### src/rtl/pc_seq_pkg.sv
// Shared types and constants for the dual-issue next-PC sequencer.
package pc_seq_pkg;
  localparam int PC_WIDTH       = 32;
  localparam int PC_SLOT_STRIDE = 4;
  localparam int PC_PAIR_STRIDE = 8;

  typedef enum logic [1:0] {
    BOOT  = 2'd0,
    RUN   = 2'd1,
    STALL = 2'd2,
    PEND  = 2'd3
  } pc_seq_state_t;

  typedef enum logic [2:0] {
    NONE     = 3'd0,
    TRAP     = 3'd1,
    EX0      = 3'd2,
    EX1      = 3'd3,
    DEC_PEND = 3'd4,
    DEC      = 3'd5
  } redirect_src_t;
endpackage

### src/rtl/pc_sequencer_if.sv
// Redirect-request and fetch-address bundle between the front end and the PC sequencer.
interface pc_sequencer_if
  import pc_seq_pkg::*;
#(
  parameter int WIDTH = PC_WIDTH
);
  logic             stall_F;
  logic             trap_valid;
  logic [WIDTH-1:0] trap_vector;
  logic             ex_redirect_valid_0;
  logic [WIDTH-1:0] ex_redirect_target_0;
  logic             ex_redirect_valid_1;
  logic [WIDTH-1:0] ex_redirect_target_1;
  logic             dec_redirect_valid;
  logic [WIDTH-1:0] dec_redirect_target;
  logic [WIDTH-1:0] PC_out_Pipeline_0;
  logic [WIDTH-1:0] PC_out_Pipeline_1;
  logic             fetch_valid;
  logic             flush_FD;
  logic             redirect_pending;
  logic             target_misaligned;

  modport master (
    output stall_F, trap_valid, trap_vector,
           ex_redirect_valid_0, ex_redirect_target_0,
           ex_redirect_valid_1, ex_redirect_target_1,
           dec_redirect_valid, dec_redirect_target,
    input  PC_out_Pipeline_0, PC_out_Pipeline_1,
           fetch_valid, flush_FD, redirect_pending, target_misaligned
  );

  modport slave (
    input  stall_F, trap_valid, trap_vector,
           ex_redirect_valid_0, ex_redirect_target_0,
           ex_redirect_valid_1, ex_redirect_target_1,
           dec_redirect_valid, dec_redirect_target,
    output PC_out_Pipeline_0, PC_out_Pipeline_1,
           fetch_valid, flush_FD, redirect_pending, target_misaligned
  );
endinterface

### src/rtl/pc_sequencer_redirect_arbiter.sv
// Fixed-priority redirect select: trap > ex0 > ex1 > parked decode > live decode.
module redirect_arbiter
  import pc_seq_pkg::*;
#(
  parameter int WIDTH = PC_WIDTH
) (
  input  logic             en,
  input  logic             stall,
  input  logic             trap_valid,
  input  logic [WIDTH-1:0] trap_vector,
  input  logic             ex_valid_0,
  input  logic [WIDTH-1:0] ex_target_0,
  input  logic             ex_valid_1,
  input  logic [WIDTH-1:0] ex_target_1,
  input  logic             pend_valid,
  input  logic [WIDTH-1:0] pend_target,
  input  logic             dec_valid,
  input  logic [WIDTH-1:0] dec_target,
  output redirect_src_t    src,
  output logic [WIDTH-1:0] target,
  output logic             accept
);

  // Priority chain; a parked entry masks any live decode request
  always_comb begin
    src    = NONE;
    target = {WIDTH{1'b0}};
    if (!en) begin
      src = NONE;
    end else if (trap_valid) begin
      src    = TRAP;
      target = trap_vector;
    end else if (ex_valid_0) begin
      src    = EX0;
      target = ex_target_0;
    end else if (ex_valid_1) begin
      src    = EX1;
      target = ex_target_1;
    end else if (pend_valid) begin
      if (!stall) begin
        src    = DEC_PEND;
        target = pend_target;
      end else begin
        src = NONE;
      end
    end else if (dec_valid && !stall) begin
      src    = DEC;
      target = dec_target;
    end else begin
      src = NONE;
    end
    accept = (src != NONE);
  end

endmodule

### src/rtl/pc_sequencer.sv
// Next-PC controller: owns the fetch PC pair, arbitrates redirects, parks stalled decode redirects.
module pc_sequencer #(
  parameter int               WIDTH    = pc_seq_pkg::PC_WIDTH,
  parameter logic [WIDTH-1:0] RESET_PC = {WIDTH{1'b0}}
) (
  input logic           clk,
  input logic           rst,
  pc_sequencer_if.slave bus
);
  import pc_seq_pkg::*;

  pc_seq_state_t    state_r, state_s;
  logic [WIDTH-1:0] pc0_r, pc0_s, pc1_r;
  logic [WIDTH-1:0] pend_target_r, pend_target_s;
  logic             misaligned_r, misaligned_s;
  redirect_src_t    src_s;
  logic [WIDTH-1:0] target_s;
  logic             accept_s;

  redirect_arbiter #(.WIDTH(WIDTH)) u_arb (
    .en          (state_r != BOOT),
    .stall       (bus.stall_F),
    .trap_valid  (bus.trap_valid),
    .trap_vector (bus.trap_vector),
    .ex_valid_0  (bus.ex_redirect_valid_0),
    .ex_target_0 (bus.ex_redirect_target_0),
    .ex_valid_1  (bus.ex_redirect_valid_1),
    .ex_target_1 (bus.ex_redirect_target_1),
    .pend_valid  (state_r == PEND),
    .pend_target (pend_target_r),
    .dec_valid   (bus.dec_redirect_valid),
    .dec_target  (bus.dec_redirect_target),
    .src         (src_s),
    .target      (target_s),
    .accept      (accept_s)
  );

  // Next-state, next-PC and parking decisions
  always_comb begin
    state_s       = state_r;
    pc0_s         = pc0_r;
    pend_target_s = pend_target_r;
    misaligned_s  = misaligned_r;
    case (state_r)
      BOOT: state_s = RUN;
      RUN, STALL, PEND: begin
        if (src_s != NONE) begin
          state_s       = RUN;
          pc0_s         = {target_s[WIDTH-1:2], 2'b00};
          pend_target_s = {WIDTH{1'b0}};
          if (target_s[1:0] != 2'b00) begin
            misaligned_s = 1'b1;
          end else begin
            misaligned_s = misaligned_r;
          end
        end else if (state_r == PEND) begin
          state_s = PEND;
        end else if (bus.dec_redirect_valid && bus.stall_F) begin
          state_s       = PEND;
          pend_target_s = bus.dec_redirect_target;
        end else if (bus.stall_F) begin
          state_s = STALL;
        end else begin
          state_s = RUN;
          pc0_s   = pc0_r + WIDTH'(PC_PAIR_STRIDE);
        end
      end
      default: state_s = BOOT;
    endcase
  end

  // State, PC pair, parked target and sticky flag registers
  always_ff @(posedge clk) begin
    if (!rst) begin
      state_r       <= BOOT;
      pc0_r         <= RESET_PC;
      pc1_r         <= RESET_PC + WIDTH'(PC_SLOT_STRIDE);
      pend_target_r <= {WIDTH{1'b0}};
      misaligned_r  <= 1'b0;
    end else begin
      state_r       <= state_s;
      pc0_r         <= pc0_s;
      pc1_r         <= pc0_s + WIDTH'(PC_SLOT_STRIDE);
      pend_target_r <= pend_target_s;
      misaligned_r  <= misaligned_s;
    end
  end

  assign bus.PC_out_Pipeline_0 = pc0_r;
  assign bus.PC_out_Pipeline_1 = pc1_r;
  assign bus.fetch_valid       = (state_r != BOOT);
  assign bus.redirect_pending  = (state_r == PEND);
  assign bus.flush_FD          = accept_s;
  assign bus.target_misaligned = misaligned_r;

endmodule

### src/flat_wrapper.sv
// flat-port wrapper written by rule: the top's interface ports become plain ports
module pc_sequencer_flat import pc_seq_pkg::*;
#(
  parameter int               WIDTH    = pc_seq_pkg::PC_WIDTH,
  parameter logic [WIDTH-1:0] RESET_PC = {WIDTH{1'b0}}
)
  (clk, rst, bus_stall_F, bus_trap_valid, bus_trap_vector, bus_ex_redirect_valid_0, bus_ex_redirect_target_0, bus_ex_redirect_valid_1, bus_ex_redirect_target_1, bus_dec_redirect_valid, bus_dec_redirect_target, bus_PC_out_Pipeline_0, bus_PC_out_Pipeline_1, bus_fetch_valid, bus_flush_FD, bus_redirect_pending, bus_target_misaligned);
  pc_sequencer_if #(.WIDTH(WIDTH)) bus_i ();
  input logic clk;
  input logic rst;
  input wire logic [$bits(bus_i.stall_F)-1:0] bus_stall_F;
  input wire logic [$bits(bus_i.trap_valid)-1:0] bus_trap_valid;
  input wire logic [$bits(bus_i.trap_vector)-1:0] bus_trap_vector;
  input wire logic [$bits(bus_i.ex_redirect_valid_0)-1:0] bus_ex_redirect_valid_0;
  input wire logic [$bits(bus_i.ex_redirect_target_0)-1:0] bus_ex_redirect_target_0;
  input wire logic [$bits(bus_i.ex_redirect_valid_1)-1:0] bus_ex_redirect_valid_1;
  input wire logic [$bits(bus_i.ex_redirect_target_1)-1:0] bus_ex_redirect_target_1;
  input wire logic [$bits(bus_i.dec_redirect_valid)-1:0] bus_dec_redirect_valid;
  input wire logic [$bits(bus_i.dec_redirect_target)-1:0] bus_dec_redirect_target;
  output wire logic [$bits(bus_i.PC_out_Pipeline_0)-1:0] bus_PC_out_Pipeline_0;
  output wire logic [$bits(bus_i.PC_out_Pipeline_1)-1:0] bus_PC_out_Pipeline_1;
  output wire logic [$bits(bus_i.fetch_valid)-1:0] bus_fetch_valid;
  output wire logic [$bits(bus_i.flush_FD)-1:0] bus_flush_FD;
  output wire logic [$bits(bus_i.redirect_pending)-1:0] bus_redirect_pending;
  output wire logic [$bits(bus_i.target_misaligned)-1:0] bus_target_misaligned;
  assign bus_i.stall_F = bus_stall_F;
  assign bus_i.trap_valid = bus_trap_valid;
  assign bus_i.trap_vector = bus_trap_vector;
  assign bus_i.ex_redirect_valid_0 = bus_ex_redirect_valid_0;
  assign bus_i.ex_redirect_target_0 = bus_ex_redirect_target_0;
  assign bus_i.ex_redirect_valid_1 = bus_ex_redirect_valid_1;
  assign bus_i.ex_redirect_target_1 = bus_ex_redirect_target_1;
  assign bus_i.dec_redirect_valid = bus_dec_redirect_valid;
  assign bus_i.dec_redirect_target = bus_dec_redirect_target;
  assign bus_PC_out_Pipeline_0 = bus_i.PC_out_Pipeline_0;
  assign bus_PC_out_Pipeline_1 = bus_i.PC_out_Pipeline_1;
  assign bus_fetch_valid = bus_i.fetch_valid;
  assign bus_flush_FD = bus_i.flush_FD;
  assign bus_redirect_pending = bus_i.redirect_pending;
  assign bus_target_misaligned = bus_i.target_misaligned;
  pc_sequencer #(.WIDTH(WIDTH), .RESET_PC(RESET_PC)) u_core (.clk(clk), .rst(rst), .bus(bus_i));
endmodule
### config.mk
export PLATFORM = sky130hd
export DESIGN_NAME = pc_sequencer_flat
export DESIGN_NICKNAME = d
export VERILOG_FILES = /design/src/rtl/pc_seq_pkg.sv /design/src/rtl/pc_sequencer_if.sv /design/src/rtl/pc_sequencer_redirect_arbiter.sv /design/src/rtl/pc_sequencer.sv /design/src/flat_wrapper.sv
export SDC_FILE = /design/constraint.sdc
export NUM_CORES = 1
export LEC_CHECK = 0
export ABC_CLOCK_PERIOD_IN_PS = 4700
export CORE_MARGIN = 2
export CORE_UTILIZATION = 46
export CTS_CLUSTER_DIAMETER = 60
export CTS_CLUSTER_SIZE = 24
export DETAILED_ROUTE_END_ITERATION = 10
export PLACE_DENSITY = 0.78
export SLEW_MARGIN = 20
export SYNTH_ARGS = -nofsm -noshare
export SYNTH_HDL_FRONTEND = slang
export SYNTH_SLANG_ARGS = --single-unit
### constraint.sdc
create_clock -name clk -period 4.7 [get_ports clk]
set_clock_uncertainty 0.05 [all_clocks]
set_input_delay 1.41 -clock clk [delete_from_list [all_inputs] [get_ports clk]]
set_output_delay 1.41 -clock clk [all_outputs]
set_load 0.01 [all_outputs]
==> results.rst, run 1 <==
.. list-table::
   :header-rows: 1

   * - Metric
     - Value
   * - CP startpoint
     - bus_ex_redirect_valid_1
   * - Post-Synthesis Cell Area
     - slightly below 6000 sq um
   * - Power density over the cells
     - 255 nW/um^2
   * - Number of enable-type register cells in the synthesized netlist
     - 0
   * - RSZ-0062 raised after global routing
     - yes
   * - Ys flop type
     - dfxtp_1
   * - Number of standard cells in the final layout excluding fillers
     - approximately 1200
   * - Standard cell core area
     - 12600 sq um
   * - Ant. Diodes
     - 0
   * - Part of the total power dissipated in combinational logic
     - 0.287
   * - Internal power
     - 1.57 mW
   * - Leakage power of the design
     - between 3 and 4 nW
   * - Nature of the critical path startpoint
     - input port
   * - Area of combinational cells with multiple inputs
     - 3720 sq um
   * - Worst-case clock buffer depth
     - 2
   * - Critical Setup Path Class
     - in2out
   * - Source of the worst register-to-register timing path
     - u_core.state_r[1]$_SDFF_PP0_
   * - Worst slew pin tran
     - 794 ps
   * - Core utilization of the finished layout
     - 0.708
   * - Cells traversed along the worst timing path
     - clkdlybuf4s50_1 > or3_4 > o31ai_4 > inv_4 > clkdlybuf4s50_1
   * - Final setup vio count
     - 0
   * - Top post-synthesis cells by count
     - dfxtp_1, nor2_1, nand2_1
   * - Number of placed cells counting well taps
     - 1142
   * - Wirelength per Cell
     - 20.8 um
   * - PnR worst setup slack
     - 36.4 ps
   * - Data arrival time of the critical path
     - 3200 ps
   * - Global route total overflow
     - 0
   * - Post-route DRC
     - 0
   * - Switch Pwr
     - 0.708 mW
   * - Wire length of the first global-routing pass
     - 38400 um
   * - Normalized max-slew margin
     - 0.470
   * - Number of sinks on the clock net
     - 95
   * - Layout Nets
     - 1118
   * - Max incr delay on CP
     - around 500 ps
   * - Crit path max fanout
     - 9
   * - Routed WL
     - 24100 um
   * - Worst setup EP type
     - output pin
   * - Final ANT Viol Nets
     - 0
   * - Root Driver
     - clkbuf_16
   * - Register bit count reported by yosys
     - 95
   * - H-tree level count
     - 3
   * - Number of antenna violations at the first check in global routing
     - 0
   * - Tcrit/Tclk final
     - 0.992
   * - Worst skew pair latency
     - 370 ps
   * - Die outline area
     - 13900 sq um
   * - Fraction of registers with async set/reset
     - 0
   * - Rows
     - 41
   * - Most common cell type on the critical path
     - clkdlybuf4s50_1
   * - Iter 0 DRT Violations
     - 869
   * - Warnings, synthesis
     - 0
   * - Final Slew Violations
     - 0
   * - Global-route usage over all layers
     - 0.348
   * - Area Growth Syn to Fin
     - 49.8%
   * - Die outline width
     - 118 um
   * - Placement-stage worst setup slack
     - -177 ps
   * - Initial core utilization
     - 0.473
   * - Final worst path period need
     - 4660 ps
   * - Result of the run
     - finished, final reports clean
   * - Max Freq
     - 214 MHz
   * - Ranking of synthesized cells by area
     - dfxtp_1, nor2_1, a22oi_1
   * - Pin count of the biggest net entering global routing
     - 27
   * - Distinct cell type count of the synthesized netlist
     - 85
   * - Number of CTS-inserted buffers
     - 9
   * - Global placement routability congestion
     - about 1.0
   * - Hold violation total from the final report
     - 0
   * - Worst voltage drop across the vdd grid
     - 192 uV
   * - Cell with the most instances after synthesis
     - dfxtp_1
   * - Combined flip-flop and latch cell area
     - between 1500 and 2000 sq um
   * - Hold Startpoint
     - u_core.bus.target_misaligned$_SDFFE_PN0P_
   * - Synth Instances
     - about 740
   * - Path type of the worst min-delay path
     - reg2reg
   * - Average instance area after synthesis
     - 8.11 sq um
   * - Sequential share of power
     - 0.394
   * - Fillers
     - 1003
   * - TritonCTS clock tree
     - yes
   * - Ports
     - between 200 and 250
   * - Number of global-route vias before repair
     - a little over 7000
   * - Required @ worst endpoint
     - 3240 ps
   * - Clock transition at path regs
     - 80 ps
   * - Sequential-to-total area share from yosys stat
     - 0.319
   * - Switching share of power
     - 0.311
   * - Share of cells above drive strength 1
     - 0.147
   * - Top cell type's share of synthesized area
     - 0.319
   * - Cell type with the largest total area after synthesis
     - dfxtp_1
   * - First-pass detailed-route iteration total
     - 6
   * - Max-cap violations
     - 0
   * - CP max-delay cell
     - clkdlybuf4s50_1
   * - Total chip power
     - 2.28 mW
   * - Vias/cell
     - slightly above 6
   * - Number of port buffers
     - 198
   * - Proportion of power drawn by the clock network
     - 0.319
   * - Number of vias in the routed layout
     - slightly above 7000
   * - Quantity of hold-fixing buffers added after cts
     - 0
   * - Die outline height
     - 118 um
   * - Post-detailed-placement half-perimeter wirelength
     - 18500 um
critical path, delay by kind of cell:
family	cells	cell delay, ps
AO/OA/AOI/OAI	1	290
buffers and inverters	3	1070
AND/OR/NAND/NOR	1	420
power groups by stage:
stage               registers [mW]  logic, mW  clock network, mW
floorplan                    0.921      0.260                  0
global placement             0.914      0.631                  0
detailed placement           0.914      0.641                  0
CTS                          0.896      0.645              0.732
global route                 0.902      0.695              0.761
finish                       0.898      0.653              0.726
flip-flops by register name (all words and copies together), names as in the netlist:
register / count
u_core.pend_target_r: 32
u_core.bus.PC_out_Pipeline_0: 30
u_core.bus.PC_out_Pipeline_1: 30
u_core.state_r: 2
u_core.bus.target_misaligned: 1
area by class of cell:
class | instances | share of cell area
timing repair buffer | 296 | 0.307
clock buffer | 10 | 0.0256
sequential | 95 | 0.213
multi-input combinational | 562 | 0.417
clock inverter | 6 | 0.00616
tap | 172 | 0.0241
inverter | 17 | 0.00742
cells in the final DEF (no fill, tap or decap), types with 5 or more instances in the layout:
| cell type | Yosys | final |
|---|---|---|
| a32oi_1 | 5 | 5 |
| a221o_1 | 7 | 7 |
| nand2_1 | 38 | 38 |
| xor2_1 | 5 | 5 |
| xnor2_1 | 10 | 10 |
| nand4_1 | 8 | 8 |
| nor3_2 | 4 | 5 |
| o211ai_1 | 7 | 7 |
| a31oi_1 | 9 | 9 |
| a221oi_1 | 18 | 18 |
| and2_1 | 22 | 22 |
| nor3_1 | 22 | 21 |
| a311oi_1 | 14 | 14 |
| nand3_1 | 27 | 27 |
| inv_1 | 15 | 15 |
| and3_1 | 13 | 13 |
| dfxtp_1 | 95 | 95 |
| mux2i_1 | 18 | 18 |
| or3_1 | 10 | 10 |
| nor2b_1 | 11 | 11 |
| a311o_1 | 5 | 5 |
| clkdlybuf4s50_1 | 0 | 198 |
| a21oi_1 | 30 | 30 |
| and4_1 | 7 | 7 |
| buf_4 | 5 | 96 |
| and4b_1 | 7 | 7 |
| o21a_1 | 11 | 11 |
| a22oi_1 | 27 | 27 |
| o22ai_1 | 7 | 7 |
| clkbuf_16 | 0 | 9 |
| nor2_1 | 92 | 92 |
| o21ai_0 | 37 | 37 |
stage by stage:
stage / hold slack [ps] / area, sq um / setup TNS, ps
floorplan: 402 / 5970 / 0
global placement: 382 / 8640 / -242
detailed placement: 410 / 8640 / -1010
CTS: 422 / 8920 / 0
global route: 451 / 8930 / -12.8
finish: 417 / 8930 / 0
logic make-up after synthesis:
family	count (synthesis)	share of synthesized area
AND/OR/NAND/NOR	298	0.277
AO/OA/AOI/OAI	219	0.274
flip-flops	95	0.319
buffers and inverters	81	0.0615
multiplexers	24	0.0415
XOR/XNOR	15	0.0220
adder cells (fa/ha/maj)	2	0.00420
other	1	0.000629
metal layers:
layer	track usage	wire length, um	vias up
li1	-	-	3266
met1	0.434	9630	3410
met2	0.591	11800	414
met3	0.0678	1960	68
met4	0.139	769	0
met5	0	0	-
final timing paths:
kind / endpoint / slack, ps / cells past startpoint
worst max-delay path: bus_flush_FD / 40 / 5
worst max register to register: u_core.bus.PC_out_Pipeline_1[26]$_SDFF_PN0_ / 710 / 9
worst min-delay path: u_core.bus.target_misaligned$_SDFFE_PN0P_ / 420 / 2
worst min register to register: u_core.bus.target_misaligned$_SDFFE_PN0P_ / 420 / 2
repair_timing:
item	in CTS	in global routing
buffers inserted	0	0
gates resized for setup	0	3
endpoints found under the setup margin	0	7
endpoints found under the hold margin	0	0
Power figures use the tool's default switching activity.
==> run 2: changes to the inputs <==
==> constraint.sdc (replaced) <==
create_clock -name clk -period 4.7 [get_ports clk]
set_clock_uncertainty 0.05 [all_clocks]
set_input_delay 0.705 -clock clk [delete_from_list [all_inputs] [get_ports clk]]
set_output_delay 0.705 -clock clk [all_outputs]
set_load 0.01 [all_outputs]
==> results.rst, run 2 (synthesized netlist as in run 1, its figures left out) <==
.. list-table::
   :header-rows: 1

   * - Metric
     - Value
   * - Leading cell type in the layout, fill and taps excluded
     - clkdlybuf4s50_1 (unchanged)
   * - Nature of the critical path startpoint
     - input port (unchanged)
   * - Area of combinational cells with multiple inputs
     - 3710 sq um (was 3720 sq um)
   * - Power density over the cells
     - 270 nW/um^2 (was 255 nW/um^2)
   * - Required @ worst endpoint
     - 4900 ps (was 3240 ps)
   * - Commonest cells after routing, fill and taps aside
     - clkdlybuf4s50_1, dfxtp_1, nor2_1, nand2_1, o21ai_0 (was clkdlybuf4s50_1, buf_4, dfxtp_1, nor2_1, nand2_1)
   * - Final worst path period need
     - 4210 ps (was 4660 ps)
   * - Max Freq
     - 237 MHz (was 214 MHz)
   * - Quantity of gates resized following cts
     - 0 (unchanged)
   * - Worst-case clock buffer depth
     - 2 (unchanged)
   * - Biggest register
     - u_core.pend_target_r (unchanged)
   * - Sequential share of power
     - 0.392 (was 0.394)
   * - Dominant delay contributor by cell family on the critical path
     - simple AND/OR/NAND/NOR gates (was buffers and inverters)
   * - Max-cap violations
     - 0 (unchanged)
   * - H-tree level count
     - 3 (unchanged)
   * - Die outline area
     - 13900 sq um (unchanged)
   * - Hold Slack
     - 404 ps (was 417 ps)
   * - Routed WL
     - 23200 um (was 24100 um)
   * - Core utilization of the finished layout
     - 0.673 (was 0.708)
   * - Clock transition at path regs
     - 80 ps (about the same)
   * - Share of cells above drive strength 1
     - 0.0897 (was 0.147)
   * - Final ANT Viol Nets
     - 0 (unchanged)
   * - Normalized max-slew margin
     - 0.479 (was 0.470)
   * - Quantity of hold-fixing buffers added after cts
     - 0 (unchanged)
   * - Crit path max fanout
     - 17 (was 9)
   * - Final Slew Violations
     - 0 (unchanged)
   * - Leakage power of the design
     - 3.11 nW (was 3.38 nW)
   * - Wire length of the first global-routing pass
     - 36600 um (was 38400 um)
   * - Worst slew pin tran
     - 780 ps (was 794 ps)
   * - Pin count of the biggest net entering global routing
     - 53 (was 27)
   * - Number of antenna violations at the first check in global routing
     - 0 (unchanged)
   * - RSZ-0062 raised after global routing
     - no (was yes)
   * - Final setup vio count
     - 0 (unchanged)
   * - Iter 0 DRT Violations
     - 687 (was 869)
   * - Switching share of power
     - 0.308 (was 0.311)
   * - Post-detailed-placement half-perimeter wirelength
     - 17600 um (was 18500 um)
   * - Wirelength per Cell
     - 21.2 um (was 20.8 um)
   * - Max incr delay on CP
     - 750 ps (was 500 ps)
   * - Cells traversed along the worst timing path
     - clkdlybuf4s50_1 > nor2b_1 > buf_12 > o31ai_4 > buf_4 > a221o_1 > o221ai_1 > or3_1 > nand4b_4 > nor3_2 > and3_1 > mux2_1 (was clkdlybuf4s50_1 > or3_4 > o31ai_4 > inv_4 > clkdlybuf4s50_1)
   * - Setup TNS
     - 0 ps (unchanged)
   * - Rows
     - 41 (unchanged)
   * - Number of port buffers
     - 198 (unchanged)
   * - Area Growth Syn to Fin
     - 42.4% (was 49.8%)
   * - Final instance area
     - 8490 sq um (was 8930 sq um)
   * - Post-place instance area
     - 8170 sq um (was 8640 sq um)
   * - Number of sinks on the clock net
     - 95 (unchanged)
   * - Number of vias in the routed layout
     - 6838 (was 7158)
   * - Proportion of power drawn by the clock network
     - 0.349 (was 0.319)
   * - Post-route DRC
     - 0 (unchanged)
   * - Internal power
     - 1.59 mW (was 1.57 mW)
   * - PnR worst setup slack
     - 489 ps (was 36.4 ps)
   * - Fillers
     - 1107 (was 1003)
   * - Hold violation total from the final report
     - 0 (unchanged)
   * - Data arrival time of the critical path
     - 4410 ps (was 3200 ps)
   * - Ports
     - 203 (unchanged)
   * - Number of global-route vias before repair
     - 6591 (was 7070)
   * - Result of the run
     - finished, final reports clean (unchanged)
   * - First-pass detailed-route iteration total
     - 6 (unchanged)
   * - CP max-delay cell
     - clkdlybuf4s50_1 (unchanged)
   * - Switch Pwr
     - 0.707 mW (was 0.708 mW)
   * - Standard cell core area
     - 12600 sq um (unchanged)
   * - Global-route usage over all layers
     - 0.330 (was 0.348)
   * - Post-CTS Setup Bufs
     - 0 (unchanged)
   * - Worst skew pair latency
     - 360 ps (was 370 ps)
   * - Number of CTS-inserted buffers
     - 9 (unchanged)
   * - Path type of the worst min-delay path
     - reg2reg (unchanged)
   * - Number of flip-flops under the largest register name
     - 32 (unchanged)
   * - Global placement routability congestion
     - 0.921 (was 0.999)
   * - TritonCTS clock tree
     - yes (unchanged)
   * - Placement-stage worst setup slack
     - 205 ps (was -177 ps)
   * - Combined flip-flop and latch cell area
     - 1900 sq um (unchanged)
   * - Critical Setup Path Class
     - in2reg (was in2out)
   * - Die outline height
     - 118 um (unchanged)
   * - Root Driver
     - clkbuf_16 (unchanged)
   * - Crit path buf inv count
     - 3 (unchanged)
   * - Global route total overflow
     - 0 (unchanged)
   * - Tcrit/Tclk final
     - 0.896 (was 0.992)
   * - Die outline width
     - 118 um (unchanged)
   * - Part of the total power dissipated in combinational logic
     - 0.259 (was 0.287)
   * - Ant. Diodes
     - 0 (unchanged)
   * - Worst voltage drop across the vdd grid
     - 204 uV (was 192 uV)
   * - Layout Nets
     - 1057 (was 1118)
   * - Vias/cell
     - 6.23 (was 6.18)
   * - Worst setup EP type
     - register (was output pin)
   * - Initial core utilization
     - 0.473 (unchanged)
## run 2: cell count changes in the layout (fill, tap and decap cells not counted), moves of 2 or more
cell and delta:
clkinv_8 +2, clkinvlp_4 -2, inv_6 +2, buf_4 -60
## run 2: final cells by class
cell class	count	area share
clock buffer	9	0.0265
multi-input combinational	562	0.437
tap	172	0.0253
timing repair buffer	235	0.268
sequential	95	0.224
inverter	17	0.00752
clock inverter	7	0.0118
## run 2: power groups by stage
stage | logic (mW) | registers (mW) | clock network [mW]
3_3_place_gp | 0.582 | 0.916 | 0
3_5_place_dp | 0.585 | 0.917 | 0
5_1_grt | 0.634 | 0.905 | 0.841
2_1_floorplan | 0.260 | 0.921 | 0
6_report | 0.595 | 0.900 | 0.801
4_1_cts | 0.589 | 0.898 | 0.806
## run 2: stage by stage
step / instances / total power [mW]
2_1_floorplan: 738 / 1.18
3_5_place_dp: 1081 / 1.50
5_1_grt: 1097 / 2.38
4_1_cts: 1097 / 2.29
3_3_place_gp: 1081 / 1.50
6_report: 1097 / 2.30
## run 2: final timing paths
check,startpoint,to,slack (ps),cells after the start
min,u_core.bus.target_misaligned$_SDFFE_PN0P_,u_core.bus.target_misaligned$_SDFFE_PN0P_,400,2
min reg2reg,u_core.bus.target_misaligned$_SDFFE_PN0P_,u_core.bus.target_misaligned$_SDFFE_PN0P_,400,2
max,bus_stall_F,u_core.bus.PC_out_Pipeline_1[19]$_SDFF_PN0_,490,12
max reg2reg,u_core.state_r[1]$_SDFF_PP0_,u_core.bus.PC_out_Pipeline_1[19]$_SDFF_PN0_,830,10
## run 2: tightest hold or removal path: cells and delay by family, from the launching register on
family          cells  cell delay, ps
buf+inv             1              50
compound gates      1              50
flops               1             310
## run 2: metal layers
layer | GRT usage | routed length (um) | vias up
li1 | - | - | 3147
met1 | 0.413 | 9570 | 3233
met2 | 0.553 | 11000 | 399
met3 | 0.0615 | 1800 | 59
met5 | 0 | 0 | -
met4 | 0.145 | 835 | 0
